File: src/rtl/demux_rr_scheduler.sv
// Round-robin scheduler for a 1-to-8 demux: one-entry output register, circular
// channel selection over an enable mask, and a wrapping delivery counter.
module demux_rr_scheduler #(
    parameter int DATA_WIDTH = 8,
    parameter int CNT_WIDTH  = 16
) (
    input  logic                  clk,
    input  logic                  reset,
    input  logic [7:0]            chanEnable,
    input  logic [DATA_WIDTH-1:0] dataIn,
    input  logic                  inValid,
    output logic                  inReady,
    output logic [DATA_WIDTH-1:0] dataOut,
    output logic [2:0]            selectLine,
    output logic [7:0]            outValid,
    input  logic [7:0]            outReady,
    output logic [CNT_WIDTH-1:0]  deliveredCount
);
    typedef enum logic {EMPTY = 1'b0, FULL = 1'b1} state_t;

    state_t                state_reg, state_next;
    logic [2:0]            rr_ptr_reg, rr_ptr_next;
    logic [DATA_WIDTH-1:0] data_reg, data_next;
    logic [2:0]            sel_reg, sel_next;
    logic [7:0]            valid_reg, valid_next;
    logic [CNT_WIDTH-1:0]  count_reg, count_next;

    logic       drain;
    logic       accept;
    logic [7:0] rotated;
    logic [2:0] offset;
    logic [2:0] pick;

    // Rotate the mask so bit 0 lines up with rr_ptr; the first set bit is the hop distance.
    generate
        for (genvar gi = 0; gi < 8; gi++) begin : g_rot
            assign rotated[gi] = chanEnable[rr_ptr_reg + 3'(gi)];
        end
    endgenerate

    always_comb begin
        offset = 3'd0;
        for (int i = 7; i >= 0; i--) begin
            if (rotated[i]) begin
                offset = 3'(i);
            end
        end
    end

    assign pick    = rr_ptr_reg + offset;
    assign drain   = (state_reg == FULL) && outReady[sel_reg];
    assign inReady = (|chanEnable) && ((state_reg == EMPTY) || drain);
    assign accept  = inValid && inReady;

    always_comb begin
        state_next  = state_reg;
        rr_ptr_next = rr_ptr_reg;
        data_next   = data_reg;
        sel_next    = sel_reg;
        valid_next  = valid_reg;
        count_next  = count_reg;
        if (accept) begin
            state_next  = FULL;
            data_next   = dataIn;
            sel_next    = pick;
            rr_ptr_next = pick + 3'd1;
            valid_next  = 8'd1 << pick;
        end else if (drain) begin
            // Word and select stay parked so the last delivery remains observable.
            state_next = EMPTY;
            valid_next = 8'd0;
        end
        if (drain) begin
            count_next = count_reg + CNT_WIDTH'(1);
        end
    end

    always_ff @(posedge clk) begin
        if (reset) begin
            state_reg  <= EMPTY;
            rr_ptr_reg <= 3'd0;
            data_reg   <= '0;
            sel_reg    <= 3'd0;
            valid_reg  <= 8'd0;
            count_reg  <= '0;
        end else begin
            state_reg  <= state_next;
            rr_ptr_reg <= rr_ptr_next;
            data_reg   <= data_next;
            sel_reg    <= sel_next;
            valid_reg  <= valid_next;
            count_reg  <= count_next;
        end
    end

    assign dataOut        = data_reg;
    assign selectLine     = sel_reg;
    assign outValid       = valid_reg;
    assign deliveredCount = count_reg;

endmodule

File: config.mk
export PLATFORM = sky130hd
export DESIGN_NAME = demux_rr_scheduler
export DESIGN_NICKNAME = d
export VERILOG_FILES = /design/src/rtl/demux_rr_scheduler.sv
export SDC_FILE = /design/constraint.sdc
export NUM_CORES = 1
export LEC_CHECK = 0
export ABC_AREA = 1
export CAP_MARGIN = 0
export CORE_MARGIN = 2
export CORE_UTILIZATION = 45
export CTS_CLUSTER_DIAMETER = 40
export DETAILED_ROUTE_END_ITERATION = 10
export HOLD_SLACK_MARGIN = 0.08
export PLACE_DENSITY_LB_ADDON = 0.25
export REMOVE_ABC_BUFFERS = 1
export SYNTH_ARGS = -nofsm -noshare
export SYNTH_HDL_FRONTEND = slang
export SYNTH_SLANG_ARGS = --single-unit
File: constraint.sdc
create_clock -name clk -period 3.2 [get_ports clk]
set_clock_uncertainty 0.1 [all_clocks]
set_input_delay 0.48 -clock clk [delete_from_list [all_inputs] [get_ports clk]]
set_output_delay 0.48 -clock clk [all_outputs]
set_load 0.02 [all_outputs]
**Word level (Yosys, flattened, before mapping)**

Index checks and enable logic that the tools add are counted.

- Add/sub/neg operators: 10
- Multiply operators: 0
- Divide/modulo/power cells: 0
- Magnitude comparators: 9
- Eq/ne operators: 0
- Shift operators: 1
- Mux-type cells: 30
- Bitwise gates (word level): 1
- Reductions and logical operators: 6

Operators with widths:

| kind | number |
|---|---|
| $lt A3 B4 Y1 const B | 9 |
| $bmux W1 S3 | 9 |
| $mux W3 | 8 |
| $add A16 B1 Y16 const B | 1 |
| $mux W8 | 2 |
| $add A3 B3 Y3 const B | 4 |
| $mux W1 | 11 |
| $reduce_or A8 Y1 | 1 |
| $shl A1 B3 Y8 const A | 1 |
| $add A3 B1 Y3 const B | 2 |
| $add A3 B2 Y3 const B | 2 |
| $add A3 B3 Y3 | 1 |
| $logic_and A1 B1 Y1 | 3 |
| $reduce_bool A2 Y1 | 1 |
| $logic_or A1 B1 Y1 | 1 |
| $not A1 Y1 | 1 |

- Register bits after elaboration: 39
- Bits in latches: 0
- RAM bits: 0
- Memory bits (read-only): 0
- Input port bits: 27
- Output and inout bits: 36
- Word-level logic and storage cells: 63
- Memories: 0

**Depth between registers and ports, before layout**

- Word-level depth: 14
- Mapped depth: 22
- Depth with buffers taken out: 21

**Least setup slack after synthesis**

OpenSTA, ideal clock, no wires.

- Path type: register -> register
- From: register rr_ptr_reg[1]
- To: register rr_ptr_reg[2]
- Library setup time: 0.119 ns
- Data arrival time: 3.148 ns
- Data required time: 2.981 ns
- Slack: -0.167 ns
- Cell stages (with the launch flop): 23
- Path buffers: 1
- Period minus slack after synthesis: 3.367 ns
- Cells stage by stage: dfxtp_1 -> buf_6 -> inv_2 -> ha_1 -> inv_1 -> nand3_1 -> nand3_1 -> nand2_1 -> a31oi_1 -> o21ai_0 -> nand2_1 -> a21boi_0 -> ha_1 -> inv_1 -> fa_1 -> xor2_1 -> inv_1 -> nand3_4 -> nand2_4 -> inv_1 -> ha_1 -> o21ai_0 -> a21oi_1

- Cells in the longest elaborated chain, start to end: 13
- Elaborated cells between the ends (all ways): 33
- Classes of those cells: add/sub (9); mux (24)

Ends and longest elaborated chain:

| item | RTL line | RTL |
|---|---|---|
| start, declared | 22 | `logic [2:0] rr_ptr_reg, rr_ptr_next;` |
| start signal, assigned | 88 | `rr_ptr_reg <= rr_ptr_next;` |
| $add A3 B3 Y3 | 37 | `assign rotated[gi] = chanEnable[rr_ptr_reg + 3'(gi)];` |
| $bmux W1 S3 | 37 |  |
| $mux W1 (implied by the code) | 37 |  |
| $mux W3 (8 in series) | 44 | `if (rotated[i]) begin` |
| $add A3 B3 Y3 * | 50 | `assign pick = rr_ptr_reg + offset;` |
| $add A3 B1 Y3 * | 66 | `rr_ptr_next = pick + 3'd1;` |

Every way passes the cells marked *; elsewhere a longest branch is shown, timed or not. The select of a mux whose other input is x is not followed.
A chain may end at the register's enable or synchronous reset.

**Worst setup path in the final report**

- From: input chanEnable[6]
- To: register rr_ptr_reg[2]

- Cells in the longest elaborated chain, start to end: 12
- Elaborated cells between the ends (all ways): 29
- Classes of those cells: add/sub (2); mux (24); reduce/logical (3)

Ends and longest elaborated chain:

| item | RTL line | RTL |
|---|---|---|
| start, declared | 9 | `input logic [7:0] chanEnable,` |
| $bmux W1 S3 | 37 |  |
| $mux W1 (implied by the code) | 37 |  |
| $mux W3 (8 in series) | 44 |  |
| $add A3 B3 Y3 | 50 |  |
| $add A3 B1 Y3 | 66 |  |

Parallel ways exist; a longest one is shown, timed or not. The select of a mux whose other input is x is not followed.

==> flow_summary.json <==
{
  "cts_made_buffers": 5,
  "worstSetupPathType": "input port to flip-flop",
  "drv_slew": 0,
  "r2r_slack_ns": 0.12,
  "clock_sinks": 39,
  "whs_ns": 0.367,
  "fmax_mhz": 320,
  "vias": 2527,
  "postPlaceCellArea_um2": 3400,
  "port_buffers": 62,
  "grt_pass1_vias": 2361,
  "min_to": "outValid[6]$_SDFFE_PP0P_",
  "grt_pass1_wl_um": 10600,
  "synth-seq-cells": 39,
  "vias_per_cell": 4.95,
  "antenna_cells": 0,
  "path_clk_slew_ns": 0.08,
  "finalCritPeriodShare": 0.975,
  "ant_nets": 0,
  "yosys_warnings": 0,
  "cp_max_fo": 2,
  "r2r_cells": 21,
  "powerDensity_nw_per_um2": 983,
  "ys_types": 37,
  "status": "complete, no violations",
  "top_level_ports": 63,
  "rsz0062_at_grt": "true",
  "min_from": "outValid[6]$_SDFFE_PP0P_",
  "critPathCaptureType": "flip-flop",
  "reg2reg_to": "rr_ptr_reg[2]$_SDFFE_PP0P_",
  "wl_per_cell_um": 12.5,
  "cp.required_ns": 3.28,
  "cap_violations": 0,
  "grt_use_total": 0.206,
  "synth_edf_count": 0,
  "largest_reg_flops": 16,
  "rows": 27,
  "netlist_area_um2": 2570,
  "cts_tree": "done",
  "syn_to_final_growth_pct": 40.4,
  "worst_ep_arrival_time_ns": 3.20,
  "dieArea_um2": 6340,
  "totalWireLength_um": 6390,
  "die_x_um": 79.6,
  "worst-slew-pin-transition_ns": 0.595,
  "fillCellCount": 471,
  "clockBufferDepth": 2,
  "route.detailed.drc": 0,
  "setup_viol": 0,
  "dp_hpwl_um": 4660,
  "total_power_w": 0.00355,
  "postCtsHoldBufs": 0,
  "grt-ovfl-total": 0,
  "core_um2": 5510,
  "period_needed_ns": 3.12,
  "drtIter0Drc": 150,
  "synthArstFlopShare": 0,
  "whs_path_depth": 2,
  "ir_worst_vdd_mv": 0.568,
  "slew_headroom": 0.602,
  "synth_flop_cell": "dfxtp_1",
  "hold_violations": 0,
  "holdCritPathClass": "flip-flop to flip-flop",
  "grt_max_degree": 21,
  "drive_gt1_frac": 0.272,
  "r2r_start": "rr_ptr_reg[0]$_SDFFE_PP0P_",
  "nets": 470,
  "synth_cells": 351,
  "p_leak_nw": 1.45,
  "multi_input_area_um2": 1640,
  "cp-start-kind": "input port",
  "cts_root_buf": "clkbuf_8",
  "start_util": 0.467,
  "place.gp.congestion": 0.829,
  "worstSkewPairLatency_ns": 0.30,
  "regArea_um2": 786,
  "drt_pre_antenna_iters": 4,
  "synth.yosys.seq_area_share": 0.303,
  "design_area_um2": 3610,
  "syn_avg_cell_area_um2": 7.33,
  "antenna_found_initial": 0,
  "htree_levels": 2,
  "die_y_um": 79.6
}
## worst max-delay path, cell delays in order
cell and delay [ns]:
clkdlybuf4s50_1 0.51, nand2_1 0.11, nand3_2 0.10, nand3_1 0.09, nand2_2 0.10, a31oi_1 0.08, o21ai_1 0.13, nand2_1 0.06
a21boi_1 0.12, ha_1 0.16, inv_1 0.05, fa_2 0.34, xor2_2 0.17, inv_2 0.07, nand3_4 0.08, nand2_4 0.07
inv_1 0.04, ha_1 0.26, o21ai_1 0.13, a21oi_1 0.05
## cells by family after synthesis
kind of cell	share of synthesized area
buf+inv	0.0870
compound gates	0.118
fa+ha+maj	0.0321
xor+xnor	0.0472
simple gates	0.412
flops	0.303
## cell usage after synthesis (6+ instances only)
library cell	number	area [um^2]
a21oi_1	24	120
a21oi_2	10	87.6
dfxtp_1	39	781
inv_1	28	105
nand2_1	92	345
nand2_2	19	119
nand2_4	6	67.6
nand3_1	18	90.1
nand3_2	17	170
nand4_1	7	43.8
nor2_1	20	75.1
nor3_1	9	45.0
o21ai_0	6	30.0
xnor2_1	6	52.6
xor2_1	6	52.6
## power by group
group	switching (W)	total (W)	leakage, nW	internal (W)
Sequential	0.0000904	0.000670	0.319	0.000580
Clock	0.000188	0.000420	0.0581	0.000232
Combinational	0.00136	0.00246	1.07	0.00110
Total	0.00164	0.00355	1.45	0.00192
## per-stage QoR
stage,std cells,worst slack [ns],setup TNS [ns],util
2_1_floorplan,340,-0.350,-0.516,-
3_3_place_gp,501,-0.277,-1.05,0.617
3_5_place_dp,501,-0.408,-2.37,0.617
4_1_cts,510,0.0101,0,0.646
5_1_grt,510,-0.0881,-0.0881,0.656
6_report,510,0.0793,0,0.656
## worst max-delay path by stage
stage	startpoint	end	slack [ns]
6_report	chanEnable[6]	rr_ptr_reg[2]$_SDFFE_PP0P_	0.08
5_1_grt	rr_ptr_reg[0]$_SDFFE_PP0P_	rr_ptr_reg[2]$_SDFFE_PP0P_	-0.09
4_1_cts	rr_ptr_reg[0]$_SDFFE_PP0P_	rr_ptr_reg[2]$_SDFFE_PP0P_	0.01
3_5_place_dp	chanEnable[1]	rr_ptr_reg[2]$_SDFFE_PP0P_	-0.41
3_3_place_gp	chanEnable[1]	rr_ptr_reg[2]$_SDFFE_PP0P_	-0.28
2_1_floorplan	rr_ptr_reg[1]$_SDFFE_PP0P_	rr_ptr_reg[2]$_SDFFE_PP0P_	-0.35
## layout by cell type, fill, tap and decap left out, types with 14 or more instances in the layout
master           synthesis  routed
a21oi_1                 24      24
buf_4                    1      26
clkdlybuf4s50_1          0      58
dfxtp_1                 39      37
inv_1                   28      26
nand2_1                 92      90
nand2_2                 19      21
nand3_1                 18      14
nand3_2                 17      21
nor2_1                  20      20
## metal layers
layer / vias to the layer above / track usage / wire length [um]
met4: 0 / 0.0534 / 51
met5: - / 0 / 0
met3: 4 / 0.0588 / 391
li1: 1312 / - / -
met2: 62 / 0.331 / 2950
met1: 1149 / 0.270 / 2990
## cell type report
type,count,area share
clock buffers,5,0.0190
clock inverters,3,0.0121
inverters,33,0.0377
multi-input cells,268,0.455
flip-flops and latches,39,0.217
well taps,72,0.0249
repair buffers,90,0.234
## what timing repair did
| action | in CTS | in global routing |
|---|---|---|
| gates resized for setup | 11 | 16 |
| setup buffers | 1 | 0 |
| endpoints found under the setup margin | 11 | 9 |
| pin swaps | 2 | 2 |
Note: power is estimated with default switching activity, not from simulation.
